$ cat config.mk
export PLATFORM = sky130hd
export DESIGN_NAME = knap_search
export DESIGN_NICKNAME = d
export VERILOG_FILES = /design/src/rtl/knap_search.sv
export SDC_FILE = /design/constraint.sdc
export NUM_CORES = 1
export LEC_CHECK = 0
export CORE_ASPECT_RATIO = 2
export CORE_UTILIZATION = 30
export DETAILED_ROUTE_END_ITERATION = 7
export SLEW_MARGIN = 20
export SYNTH_ARGS = -nofsm -noshare
export SYNTH_HDL_FRONTEND = slang
export SYNTH_SLANG_ARGS = --single-unit
$ cat constraint.sdc
create_clock -name clk -period 11 [get_ports clk]
set_input_delay 2.2 -clock clk [delete_from_list [all_inputs] [get_ports clk]]
set_output_delay 2.2 -clock clk [all_outputs]
set_load 0.05 [all_outputs]
$ cat src/rtl/knap_search.sv
// Exhaustive 0/1 knapsack search: enumerates every item subset, keeps the best valid one.
// Optional KNAP_EARLY_EXIT_EN stops at the first valid subset instead of searching all.
module knap_search #(
    parameter int unsigned N_ITEMS = 5,
    parameter int unsigned VAL_W   = 8,
    parameter int unsigned WT_W    = 8
) (
    input  logic                       clk,
    input  logic                       rst,
    input  logic                       start,
    input  logic [N_ITEMS*VAL_W-1:0]   item_values,
    input  logic [N_ITEMS*WT_W-1:0]    item_weights,
    input  logic [VAL_W+2:0]           min_value,
    input  logic [WT_W+2:0]            max_weight,
    output logic                       busy,
    output logic                       done,
    output logic                       found,
    output logic [N_ITEMS-1:0]         best_sel,
    output logic [VAL_W+2:0]           best_value,
    output logic [WT_W+2:0]            best_weight
);

    localparam int unsigned SUM_VW = VAL_W + 3;
    localparam int unsigned SUM_WW = WT_W + 3;

    typedef enum logic [1:0] {
        S_IDLE   = 2'd0,
        S_SEARCH = 2'd1,
        S_DONE   = 2'd2
    } state_t;

    state_t                     state_q;
    logic [N_ITEMS-1:0]         cnt_q;
    logic [N_ITEMS*VAL_W-1:0]   vals_q;
    logic [N_ITEMS*WT_W-1:0]    wts_q;
    logic [SUM_VW-1:0]          min_q;
    logic [SUM_WW-1:0]          maxw_q;
    logic                       busy_q;
    logic                       done_q;
    logic                       found_q;
    logic [N_ITEMS-1:0]         sel_q;
    logic [SUM_VW-1:0]          val_q;
    logic [SUM_WW-1:0]          wt_q;

    logic [SUM_VW-1:0]          val_acc [N_ITEMS+1];
    logic [SUM_WW-1:0]          wt_acc  [N_ITEMS+1];
    logic                       cand_ok;
    logic                       cand_better;
    logic                       last_cand;

    // Running totals of the items selected by the current candidate
    assign val_acc[0] = '0;
    assign wt_acc[0]  = '0;
    for (genvar g = 0; g < N_ITEMS; g++) begin : g_sum
        assign val_acc[g+1] = val_acc[g] +
            (cnt_q[g] ? SUM_VW'(vals_q[g*VAL_W +: VAL_W]) : SUM_VW'(0));
        assign wt_acc[g+1]  = wt_acc[g] +
            (cnt_q[g] ? SUM_WW'(wts_q[g*WT_W +: WT_W]) : SUM_WW'(0));
    end

    assign cand_ok     = (val_acc[N_ITEMS] >= min_q) && (wt_acc[N_ITEMS] <= maxw_q);
    assign cand_better = cand_ok && (!found_q || (val_acc[N_ITEMS] > val_q) ||
                         ((val_acc[N_ITEMS] == val_q) && (wt_acc[N_ITEMS] < wt_q)));
    assign last_cand   = (cnt_q == '1);

    always_ff @(posedge clk) begin
        if (rst) begin
            state_q <= S_IDLE;
            cnt_q   <= '0;
            vals_q  <= '0;
            wts_q   <= '0;
            min_q   <= '0;
            maxw_q  <= '0;
            busy_q  <= 1'b0;
            done_q  <= 1'b0;
            found_q <= 1'b0;
            sel_q   <= '0;
            val_q   <= '0;
            wt_q    <= '0;
        end else begin
            case (state_q)
                S_IDLE: begin
                    done_q <= 1'b0;
                    if (start) begin
                        vals_q  <= item_values;
                        wts_q   <= item_weights;
                        min_q   <= min_value;
                        maxw_q  <= max_weight;
                        cnt_q   <= '0;
                        found_q <= 1'b0;
                        sel_q   <= '0;
                        val_q   <= '0;
                        wt_q    <= '0;
                        busy_q  <= 1'b1;
                        state_q <= S_SEARCH;
                    end
                end
                S_SEARCH: begin
                    if (cand_better) begin
                        found_q <= 1'b1;
                        sel_q   <= cnt_q;
                        val_q   <= val_acc[N_ITEMS];
                        wt_q    <= wt_acc[N_ITEMS];
                    end
`ifdef KNAP_EARLY_EXIT_EN
                    if (last_cand || cand_ok) begin
`else
                    if (last_cand) begin
`endif
                        done_q  <= 1'b1;
                        state_q <= S_DONE;
                    end else begin
                        cnt_q <= cnt_q + N_ITEMS'(1);
                    end
                end
                S_DONE: begin
                    // start is deliberately not sampled on the way back to IDLE
                    done_q  <= 1'b0;
                    busy_q  <= 1'b0;
                    state_q <= S_IDLE;
                end
                default: begin
                    state_q <= S_IDLE;
                    busy_q  <= 1'b0;
                    done_q  <= 1'b0;
                end
            endcase
        end
    end

    assign busy        = busy_q;
    assign done        = done_q;
    assign found       = found_q;
    assign best_sel    = sel_q;
    assign best_value  = val_q;
    assign best_weight = wt_q;

endmodule

==> summary.json, run 1 <==
{
  "setup.worst_path.class": "flip-flop to flip-flop",
  "horizontal_die_dimension_um": 120,
  "replace_congestion": 0.867,
  "hpwl_after_detailed_placement_mm": 17.7,
  "min_period_over_period": 0.587,
  "clock_sinks": 139,
  "p_comb_frac": 0.121,
  "number_of_input_and_output_port_buffers_inserted": 134,
  "yosysWarningCount": 0,
  "core_area_um2": 27000,
  "run_status": "complete, no violations",
  "detail_route.vias_per_cell": 4.67,
  "max-slew-margin-rel": 0.339,
  "critical_path.max_fanout": 20,
  "maxClockFrequency_mhz": 155,
  "mostFrequentLayoutCell": "nand2_1",
  "ctsRootBufferMaster": "clkbuf_16",
  "antenna_found_initial": 0,
  "antenna_fix_cells": 0,
  "async_flop_share": 0,
  "net-switching-power_uw": 331,
  "edff_count_synth": 0,
  "start_kind": "flip-flop",
  "synth_seq_cells": 139,
  "chipHeight_um": 237,
  "route.detailed.wl_per_inst_um": 15.0,
  "fin_skew_ns": 0.00744,
  "starting_density": 0.307,
  "final_max_slew_viol_count": 0,
  "placementRows": 85,
  "htreeDepth": 4,
  "max-cap-violations": 0,
  "worstSkewPairLatency_ns": 0.44,
  "layout_stage_area_growth_over_the_synthesis_result_pct": 25.9,
  "synth_area_um2": 8290,
  "sequential_to_total_area_share_from_yosys_stat": 0.336,
  "setup-tns-final_ns": 0,
  "number_of_library_cell_types_mapped_by_synthesis": 44,
  "setup_viol": 0,
  "global_route.usage.total": 0.164,
  "timing_worst_slew_pin_value_ns": 0.991,
  "cts_buffer_depth": 2,
  "post-cts-setup-buffer-count": 0,
  "path_clk_slew_ns": 0.06,
  "dominantRegCellSynth": "dfxtp_1",
  "die_area_um2": 28300,
  "overflow": 0,
  "grt_pass1_wl_mm": 35.5,
  "number_of_global_route_vias_before_repair": 7207,
  "leakagePower_nw": 4.35,
  "drt-initial-drc-count": 299,
  "finalHoldViolCount": 0,
  "route.detailed.drc": 0,
  "cts-buffers-inserted": 17,
  "postCtsResizedCells": 0,
  "maximum_number_of_pins_on_one_net_before_global_route_repair": 100,
  "io-pin-count": 135,
  "endpoint_kind": "flip-flop",
  "holdCritPathClass": "flip-flop to flip-flop",
  "shortest_period_the_worst_path_allows_ns": 6.46,
  "clock_power_share": 0.443,
  "sequentialPowerShare": 0.436,
  "post_synthesis_instance_total": 1032,
  "peakVddDrop_mv": 0.118,
  "power_report.internal_total_uw": 918,
  "mappedNetlistNets": 1250,
  "syn_area_per_cell_um2": 8.03,
  "power_density_nw_per_um2": 120,
  "final_antenna_net_count": 0,
  "initial_drt_pass_iterations": 4,
  "rsz0062_at_grt": "no",
  "num-nets-final": 1350,
  "commonest_cells_after_routing_fill_and_taps_aside": "nand2_1, dfxtp_1, clkdlybuf4s50_1",
  "final_layout_size_suffix_gt1_frac": 0.0376,
  "share_of_total_power_consumed_by_net_switching": 0.265,
  "hold_buffers": 0,
  "p_total_mw": 1.25,
  "crit_required_ns": 11.33,
  "cp.arrival_ns": 6.79,
  "route.vias.total": 6972,
  "tritoncts": "done",
  "finalWirelength_mm": 22.4
}
-- cells by family after synthesis --
family / count (synthesis) / synth area share
flip-flops: 139 / 0.336
buffers and inverters: 162 / 0.0762
AO/OA/AOI/OAI: 192 / 0.131
adder cells (fa/ha/maj): 113 / 0.212
AND/OR/NAND/NOR: 398 / 0.213
multiplexers: 12 / 0.0145
XOR/XNOR: 16 / 0.0169
-- sequential cells by signal (all words and copies together), names as in the netlist --
name and flops:
best_sel 5, done 1, maxw_q 11, state_q 2, min_q 11, cnt_q 5
best_value 11, found 1, wts_q 40, vals_q 40, busy 1, best_weight 11
-- worst max-delay path: stages (launching register included) --
cell,delay [ns]
dfxtp_1,0.72
and2_1,0.24
fa_1,0.46
fa_1,0.55
inv_1,0.05
fa_1,0.52
inv_1,0.04
ha_1,0.33
nor2b_1,0.14
o21ai_0,0.20
a21oi_1,0.13
o41ai_1,0.31
xnor2_1,0.19
ha_1,0.33
nand4_1,0.11
or4_1,0.54
a32oi_1,0.33
and3_1,0.56
nand2_4,0.28
a31o_2,0.31
-- power by group through the flow --
| stage | clock network (mW) | registers (mW) | logic [mW] |
|---|---|---|---|
| CTS | 0.566 | 0.545 | 0.152 |
| finish | 0.553 | 0.545 | 0.151 |
| global route | 0.587 | 0.547 | 0.168 |
| floorplan | 0 | 0.550 | 0.0895 |
| detailed placement | 0 | 0.556 | 0.151 |
| global placement | 0 | 0.555 | 0.150 |
-- metal layers --
layer	track usage	vias to the layer above	part of all wire
li1	-	3527	-
met1	0.164	3259	0.39
met2	0.311	146	0.54
met3	0.0368	40	0.041
met4	0.0807	0	0.033
met5	0	-	0
-- metrics by stage --
stage	setup slack [ns]	hold WS [ns]	std cells	util	instance area, um^2
finish	4.54	0.450	1493	0.386	10400
CTS	4.51	0.452	1493	0.386	10400
detailed placement	4.52	0.443	1461	0.365	9860
global placement	4.63	0.440	1461	0.365	9860
floorplan	5.50	0.432	1032	-	8290
global route	4.14	0.467	1493	0.386	10400
-- worst paths after layout --
path	to	slack, ns	startpoint	cells past startpoint
max reg2reg	best_sel[4]	4.54	cnt_q[1]	19
min reg2reg	vals_q[17]	0.45	vals_q[17]	2
max	best_sel[4]	4.54	cnt_q[1]	19
min	vals_q[17]	0.45	vals_q[17]	2
-- synth_stat cells (all sizes together), types with 6 or more instances --
library cell,n,share of area
o211ai,14,0.013
nand2,263,0.12
nor2,20,0.0091
a21oi,131,0.079
a21o,11,0.010
nor2b,7,0.0053
ha,67,0.10
and2,60,0.045
xnor2,14,0.015
nand2b,9,0.0068
nand4,9,0.0068
clkbuf,43,0.019
fa,46,0.11
mux2i,12,0.014
o21ai,17,0.010
buf,13,0.0088
inv,106,0.048
nor3,6,0.0036
nand3,16,0.0097
dfxtp,139,0.34
-- cell type report --
type	instances	area, um^2
tap	348	435
multi-input combinational	731	4890
sequential	139	2780
clock inverter	13	118
timing repair buffer	137	1360
inverter	106	398
clock buffer	19	453
fill	2799	16600
Note: power is estimated with default switching activity, not from simulation.
==> inputs of run 2 (changes only) <==
==> constraint.sdc (replaced) <==
create_clock -name clk -period 6.5 [get_ports clk]
set_input_delay 1.3 -clock clk [delete_from_list [all_inputs] [get_ports clk]]
set_output_delay 1.3 -clock clk [all_outputs]
set_load 0.05 [all_outputs]
==> run 2 against run 1 <==
Effect of this change:
- non-clock buffer count up 7
- sequential power up 69%
- sequential share of layout area down 0.12 points
- count of clock-buffer cells in the layout down 1
==> summary.json, run 2 (synthesis gave the netlist of run 1 again) <==
{
  "run_status": "complete, no violations",
  "placedInstanceArea_um2": 9910,
  "highest_layer": "met4",
  "worst_hold_path.endpoint": "vals_q[3]",
  "clock_sinks": 139,
  "drt-initial-drc-count": 340,
  "number_of_global_route_vias_before_repair": 7228,
  "route.vias.total": 6974,
  "r2r-end": "best_sel[4]",
  "shortest_period_the_worst_path_allows_ns": 6.00,
  "layout_stage_area_growth_over_the_synthesis_result_pct": 26.6,
  "rsz0062_at_grt": "no",
  "final_max_slew_viol_count": 0,
  "leakagePower_nw": 4.40,
  "ff2ff_path_depth": 19,
  "overflow": 0,
  "postCtsResizedCells": 0,
  "cp.arrival_ns": 6.33,
  "io-pin-count": 135,
  "finalWirelength_mm": 22.0,
  "crit-reg2reg-launch": "cnt_q[1]",
  "commonest_cells_after_routing_fill_and_taps_aside": "nand2_1, dfxtp_1, clkdlybuf4s50_1",
  "global_route.usage.total": 0.162,
  "path_clk_slew_ns": 0.06,
  "chipHeight_um": 237,
  "crit_required_ns": 6.83,
  "core_area_um2": 27000,
  "placementRows": 85,
  "ctsRootBufferMaster": "clkbuf_16",
  "maxClockFrequency_mhz": 167,
  "num-nets-final": 1357,
  "antenna_fix_cells": 0,
  "final_layout_size_suffix_gt1_frac": 0.0417,
  "hold_buffers": 0,
  "initial_drt_pass_iterations": 4,
  "holdCritPathClass": "flip-flop to flip-flop",
  "met3WireLength_um": 768,
  "number_of_input_and_output_port_buffers_inserted": 134,
  "largest_registers": "vals_q: 40 flops, wts_q: 40 flops",
  "detail_route.vias_per_cell": 4.65,
  "cts-buffers-inserted": 17,
  "final_antenna_net_count": 0,
  "p_total_mw": 2.13,
  "cts_buffer_depth": 2,
  "grt_pass1_wl_mm": 35.6,
  "tritoncts": "done",
  "post-cts-setup-buffer-count": 0,
  "power_density_nw_per_um2": 203,
  "timing_worst_slew_pin_value_ns": 1.11,
  "detail_route.wirelength.met1_mm": 8.64,
  "worstSkewPairLatency_ns": 0.44,
  "timing.hold.worst_path_depth": 2,
  "horizontal_die_dimension_um": 120,
  "critical_path.max_fanout": 16,
  "worstHoldStart": "vals_q[3]",
  "setup.worst_path.class": "flip-flop to flip-flop",
  "hpwl_after_detailed_placement_mm": 17.3,
  "max-slew-margin-rel": 0.258,
  "worst-r2r-setup-slack_ns": 0.50,
  "mostFrequentLayoutCell": "nand2_1",
  "fin_skew_ns": 0.00781,
  "utilization": 0.388,
  "dr_wl_met2_mm": 11.7,
  "antenna_found_initial": 0,
  "peakVddDrop_mv": 0.180,
  "endpoint_kind": "flip-flop",
  "finish.instance_area_um2": 10500,
  "starting_density": 0.307,
  "die_area_um2": 28300,
  "setup_viol": 0,
  "setup-tns-final_ns": 0,
  "route.detailed.wl_per_inst_um": 14.6,
  "finalHoldViolCount": 0,
  "route.detailed.drc": 0,
  "htreeDepth": 4,
  "start_kind": "flip-flop",
  "maximum_number_of_pins_on_one_net_before_global_route_repair": 107,
  "max-cap-violations": 0,
  "min_period_over_period": 0.923,
  "replace_congestion": 0.874,
  "fin_worst_hold_slack_ns": 0.451
}
run 2: cell types whose count changed in the layout (fill, tap and decap cells not counted), moves of 2 or more:
cell | before | now
nor2_1 | 18 | 20
buf_4 | 4 | 11
clkinv_4 | 3 | 5
clkbuf_8 | 2 | 0
clkinvlp_4 | 2 | 0
nor2_2 | 2 | 0
run 2: worst max-delay path by stage:
stage | startpoint | end | cells past startpoint
3_5_place_dp | cnt_q[0] | best_sel[4] | 19
4_1_cts | cnt_q[0] | best_sel[4] | 19
5_1_grt | cnt_q[2] | best_value[2] | 19
3_3_place_gp | cnt_q[0] | best_sel[4] | 19
6_report | cnt_q[1] | best_sel[4] | 19
2_1_floorplan | cnt_q[0] | best_weight[0] | 24
run 2: worst max-delay path, cell delays in order, from the launching register on:
cell and delay [ns]:
dfxtp_1 0.61, and2_1 0.22, fa_1 0.46, fa_1 0.56
inv_1 0.06, fa_1 0.52, inv_1 0.04, ha_1 0.33
nor2b_1 0.14, o21ai_0 0.22, a21oi_1 0.14, o41ai_1 0.34
xnor2_1 0.20, ha_1 0.33, nand4_1 0.11, or4_1 0.54
a32oi_1 0.32, and3_1 0.28, nand2_4 0.19, a31o_2 0.28
run 2: metrics by stage:
| stage | instances | setup WS (ns) |
|---|---|---|
| after floorplan | 1032 | 0.997 |
| after global placement | 1468 | 0.439 |
| after detailed placement | 1468 | 0.327 |
| after CTS | 1500 | 0.297 |
| after global routing | 1500 | 0.133 |
| final | 1500 | 0.503 |
run 2: cell type report:
type | count | area (um^2)
fill | 2868 | 16500
clock inverter | 14 | 146
timing repair buffer | 144 | 1410
clock buffer | 18 | 429
tap | 348 | 435
sequential | 139 | 2780
inverter | 106 | 398
multi-input combinational | 731 | 4880
run 2: metal layers:
layer | global-route usage | vias up
met3 | 0.0284 | 44
met1 | 0.173 | 3242
li1 | - | 3546
met2 | 0.300 | 142
met4 | 0.0837 | 0
met5 | 0 | -
run 2: where the power goes:
group	switching, mW	total, mW	leakage [nW]	internal [mW]
registers	0.0266	0.920	1.14	0.893
clock network	0.386	0.951	0.288	0.565
logic	0.144	0.259	2.97	0.116
==> inputs of run 3 (changes only) <==
--- a/config.mk
+++ b/config.mk
@@ -8,6 +8,7 @@
 export CORE_ASPECT_RATIO = 2
 export CORE_UTILIZATION = 30
 export DETAILED_ROUTE_END_ITERATION = 7
+export SKIP_CTS_REPAIR_TIMING = 1
 export SLEW_MARGIN = 20
 export SYNTH_ARGS = -nofsm -noshare
 export SYNTH_HDL_FRONTEND = slang
==> results of run 3 <==
No change in the layout: final DEF, timing and power equal those of run 2.
